--- src/rtl/alu_share_arbiter.sv ---
// Shares one external combinational ALU between two requesters. Grants are round-robin.
// Each requester has a one-entry registered response slot.
module alu_share_arbiter #(
   parameter int WIDTH = 32,
   parameter int OPW   = 5
) (
   input  logic             clock,
   input  logic             reset,
   input  logic             req0_valid,
   output logic             req0_ready,
   input  logic [OPW-1:0]   req0_opcode,
   input  logic [OPW-1:0]   req0_shamt,
   input  logic [WIDTH-1:0] req0_a,
   input  logic [WIDTH-1:0] req0_b,
   input  logic             req1_valid,
   output logic             req1_ready,
   input  logic [OPW-1:0]   req1_opcode,
   input  logic [OPW-1:0]   req1_shamt,
   input  logic [WIDTH-1:0] req1_a,
   input  logic [WIDTH-1:0] req1_b,
   output logic [WIDTH-1:0] alu_opA,
   output logic [WIDTH-1:0] alu_opB,
   output logic [OPW-1:0]   alu_opcode,
   output logic [OPW-1:0]   alu_shamt,
   input  logic [WIDTH-1:0] alu_result,
   input  logic             alu_ne,
   input  logic             alu_lt,
   input  logic             alu_ovf,
   output logic             rsp0_valid,
   input  logic             rsp0_ready,
   output logic [WIDTH-1:0] rsp0_result,
   output logic             rsp0_ne,
   output logic             rsp0_lt,
   output logic             rsp0_ovf,
   output logic             rsp1_valid,
   input  logic             rsp1_ready,
   output logic [WIDTH-1:0] rsp1_result,
   output logic             rsp1_ne,
   output logic             rsp1_lt,
   output logic             rsp1_ovf
);

   logic [1:0]       reqValid;
   logic [1:0]       rspReady;
   logic [1:0]       eligible;
   logic [1:0]       grant;
   logic [1:0]       rspValidReg;
   logic [1:0]       rspNeReg;
   logic [1:0]       rspLtReg;
   logic [1:0]       rspOvfReg;
   logic [WIDTH-1:0] rspResultReg [2];
   logic             ptrReg;

   assign reqValid = {req1_valid, req0_valid};
   assign rspReady = {rsp1_ready, rsp0_ready};

   // A full slot that drains this cycle still counts as free.
   generate
      for (genvar gi = 0; gi < 2; gi++) begin : gSlot
         assign eligible[gi] = reqValid[gi] & (~rspValidReg[gi] | rspReady[gi]);

         always_ff @(posedge clock or posedge reset) begin
            if (reset) begin
               rspValidReg[gi]  <= 1'b0;
               rspResultReg[gi] <= '0;
               rspNeReg[gi]     <= 1'b0;
               rspLtReg[gi]     <= 1'b0;
               rspOvfReg[gi]    <= 1'b0;
            end else if (grant[gi]) begin
               rspValidReg[gi]  <= 1'b1;
               rspResultReg[gi] <= alu_result;
               rspNeReg[gi]     <= alu_ne;
               rspLtReg[gi]     <= alu_lt;
               rspOvfReg[gi]    <= alu_ovf;
            end else if (rspReady[gi]) begin
               rspValidReg[gi]  <= 1'b0;
            end
         end
      end
   endgenerate

   // ptrReg names the requester that wins when both are eligible.
   assign grant[0] = eligible[0] & (~eligible[1] | ~ptrReg);
   assign grant[1] = eligible[1] & (~eligible[0] |  ptrReg);

   assign req0_ready = grant[0];
   assign req1_ready = grant[1];

   always_ff @(posedge clock or posedge reset) begin
      if (reset)         ptrReg <= 1'b0;
      else if (grant[0]) ptrReg <= 1'b1;
      else if (grant[1]) ptrReg <= 1'b0;
   end

   // Idle ALU inputs are forced to zero so they do not toggle.
   always_comb begin
      alu_opA    = '0;
      alu_opB    = '0;
      alu_opcode = '0;
      alu_shamt  = '0;
      if (grant[0]) begin
         alu_opA    = req0_a;
         alu_opB    = req0_b;
         alu_opcode = req0_opcode;
         alu_shamt  = req0_shamt;
      end else if (grant[1]) begin
         alu_opA    = req1_a;
         alu_opB    = req1_b;
         alu_opcode = req1_opcode;
         alu_shamt  = req1_shamt;
      end
   end

   assign rsp0_valid  = rspValidReg[0];
   assign rsp0_result = rspResultReg[0];
   assign rsp0_ne     = rspNeReg[0];
   assign rsp0_lt     = rspLtReg[0];
   assign rsp0_ovf    = rspOvfReg[0];
   assign rsp1_valid  = rspValidReg[1];
   assign rsp1_result = rspResultReg[1];
   assign rsp1_ne     = rspNeReg[1];
   assign rsp1_lt     = rspLtReg[1];
   assign rsp1_ovf    = rspOvfReg[1];

endmodule

--- config.mk ---
export PLATFORM = sky130hd
export DESIGN_NAME = alu_share_arbiter
export DESIGN_NICKNAME = d
export VERILOG_FILES = /design/src/rtl/alu_share_arbiter.sv
export SDC_FILE = /design/constraint.sdc
export NUM_CORES = 1
export LEC_CHECK = 0
export CAP_MARGIN = 20
export CORE_AREA = 2 2 130 132
export CTS_BUF_LIST = sky130_fd_sc_hd__clkbuf_16
export CTS_CLUSTER_SIZE = 10
export DETAILED_ROUTE_END_ITERATION = 16
export DIE_AREA = 0 0 132 134
export PLACE_DENSITY = 0.58
export SETUP_SLACK_MARGIN = 0.1
export SYNTH_ARGS = -nofsm -noshare
export SYNTH_HDL_FRONTEND = slang
export SYNTH_SLANG_ARGS = --single-unit
--- constraint.sdc ---
create_clock -name clock -period 6.4 [get_ports clock]
set_clock_uncertainty 0.2 [all_clocks]
set_input_delay 0.64 -clock clock [delete_from_list [all_inputs] [get_ports clock]]
set_output_delay 0.64 -clock clock [all_outputs]
set_load 0.05 [all_outputs]
==> impl_metrics.toml <==
[synth]
syn_avg_cell_area_um2 = 13.9
yosys.area.top_type_share_pct = 52.2
synth-edff-count = 0
synth.top_cells.by_count = "a22o_1, dfrtp_1, mux2_2"
syn_area_um2 = 3500
synth_nets = 441
ys_warn_count = 0
ys_ff_latch = 73
synth_cell_types = 17
ys_seq_area_share_pct = 52.2
synth_area_leaders = "dfrtp_1, mux2_2, a22o_1, buf_2, buf_6"
synthFlopType = "dfrtp_1"
yosysMostFrequentCell = "a22o_1"
syn_inst = 252
yosysTopAreaCell = "dfrtp_1"
ys_async_sr_fraction_pct = 100

[worst_setup_path]
r2r_setup_slack_ns = 3.75
criticalPathCategory = "input pin to primary output"
worstReg2RegEnd = "rsp1_result[20]"
worstReg2RegStart = "rsp0_valid"
critPathRequiredTime_ns = 5.56
critical-path-slowest-cell = "clkdlybuf4s50_1"
crit_family = "buffers and inverters"
critical_path_arrival_ns = 3.47
cp-start-kind = "input pin"
crit_chain = "clkdlybuf4s50_1, nand2b_4, a311oi_4, buf_12, a22o_1, clkdlybuf4s50_1"
r2r_cells = 4
max_stage_delay_ns = 0.93
end_kind = "primary output"
path_buf_inv = 3
critPathMaxFanout = 77
critPathMostFrequentCell = "clkdlybuf4s50_1"

[finish]
drive_gt1_share_pct = 16.1
finalNetCount = 768
fillerInstances = 1514
area_growth_pct = 111
fin_util_pct = 45.3

[timing]
hold_viol = 0
holdWs_ns = 0.294
max_freq_mhz = 232
fin_ws_ns = 2.09
drv_slew = 0
rsz0062_at_grt = "false"
finalCriticalPeriod_ns = 4.31
fin_setup_tns_ns = 0
slew_headroom_pct = 42.6
post-route-period-util_pct = 67.4
tightest_slew_ns = 0.861
setup_violations = 0

[placed_design]
gp_congestion = 0.945
port_buffers = 336
dpl.hpwl_mm = 13.3
post-place-ws_ns = 2.08

[drt]
ant_nets = 0
drc = 0
routed_wl_mm = 16.4
dr.first_iter.drc_count = 99
wl_per_cell_um = 20.2
via_per_inst = 4.36
dr.pass1.iters = 4
vias = 3525

[clock_tree]
cts_buffers = 9
cts_hold_buf = 0
cts_resized = 0
postCtsSetupBuffers = 0
cts_max_level = 3
clk_pin_slew_ns = 0.06
clk_path_buf_depth = 2
clk-insertion-delay-late_ns = 0.32
clkSinkCount = 73
cts_tree = "yes"
cts_root_buffer = "clkbuf_16"

[floorplanning]
ioPinCount = 337
fp.dieW_um = 132
initial_utilization_pct = 21.5
die-height_um = 134
core_area_um2 = 16300
rows = 47
die_area_um2 = 17700

[hold_path]
hold_depth = 1
hold_path_end = "rsp0_result[5]"
hold_start = "rsp0_result[5]"
worst_hold_path_type = "register to register"

[outcome]
status = "completed"

[global_routing]
grt_pass1_wl_mm = 23.8
grt_max_degree = 78
grt_pass1_vias = 3789
grt_use_total_pct = 17.7
grt_overflow = 0
antenna_found_initial = 4

[run]
drv_cap = 0

[pwr]
power_density_nw_per_um2 = 365
leakage_nw = 2.93
vdd.ir_drop.worst_mv = 0.252
## final cells by class
cell class	instances	area (um^2)	share of cell area, %
timing repair buffer	340	3410	46.1
sequential	73	1830	24.7
clock buffer	9	225	3.05
clock inverter	7	85.1	1.15
tap	220	275	3.73
multi-input combinational	152	1540	20.9
inverter	3	11.3	0.153
antenna	4	10.0	0.136
## cell families after synthesis
| kind of cell | Yosys count | synth area share [%] |
|---|---|---|
| flip-flops | 73 | 52.2 |
| AND/OR/NAND/NOR | 3 | 0.965 |
| multiplexers | 70 | 22.5 |
| AO/OA/AOI/OAI | 79 | 19.9 |
| buffers and inverters | 27 | 4.40 |
## registers in the layout, summed over array words and instances (netlist names)
name,flops
rsp0_result,32
rsp0_valid,1
rsp1_lt,1
rsp1_ovf,1
rsp0_lt,1
rsp1_valid,1
rsp0_ne,1
ptrReg,1
rsp1_result,32
rsp0_ovf,1
rsp1_ne,1
## worst max-delay path by stage
stage | from | to | slack (ns) | cells past startpoint
floorplan | rsp1_ready | alu_opA[22] | 3.46 | 5
global placement | rsp1_ready | alu_shamt[0] | 2.09 | 6
detailed placement | rsp1_ready | alu_shamt[0] | 2.08 | 6
CTS | rsp1_ready | alu_shamt[0] | 2.08 | 6
global route | rsp1_ready | alu_shamt[0] | 2.01 | 6
finish | rsp1_ready | alu_shamt[0] | 2.09 | 6
## per-layer routing
layer	vias up	share of wire [%]	track usage [%]
met3	25	6.7	5.22
met4	0	3.3	8.03
met5	-	0	0
met1	1705	36	18.0
met2	163	54	33.4
li1	1632	-	-
## where the power goes
group / leakage [nW] / internal (mW) / total (mW) / switching [mW]
clock network: 0.150 / 0.337 / 0.521 / 0.184
logic: 1.93 / 0.578 / 1.52 / 0.944
registers: 0.851 / 0.585 / 0.654 / 0.0687
total: 2.93 / 1.50 / 2.70 / 1.20
## placed cells by master (no fill, tap or decap)
cell type / instances
a21o_1: 1
o311a_4: 1
buf_4: 3
clkinvlp_4: 1
nand2b_4: 1
buf_12: 1
diode_2: 4
clkdlybuf4s50_1: 336
nor2b_4: 1
bufinv_16: 2
a311oi_4: 1
clkinv_1: 2
a22o_1: 74
a31oi_1: 1
mux2_2: 69
or2_2: 1
clkinv_2: 2
clkbuf_16: 9
inv_1: 2
mux2_1: 1
o21ba_2: 1
inv_2: 1
dfrtp_1: 73
## through the flow
stage               std cells  instance area (um^2)  power [mW]
floorplan                 252                  3500        1.61
global placement          788                  7060        2.18
detailed placement        788                  7060        2.19
CTS                       804                  7370        2.72
global route              808                  7380        2.80
finish                    808                  7380        2.70
No activity file was read; power rests on OpenSTA's default activity.
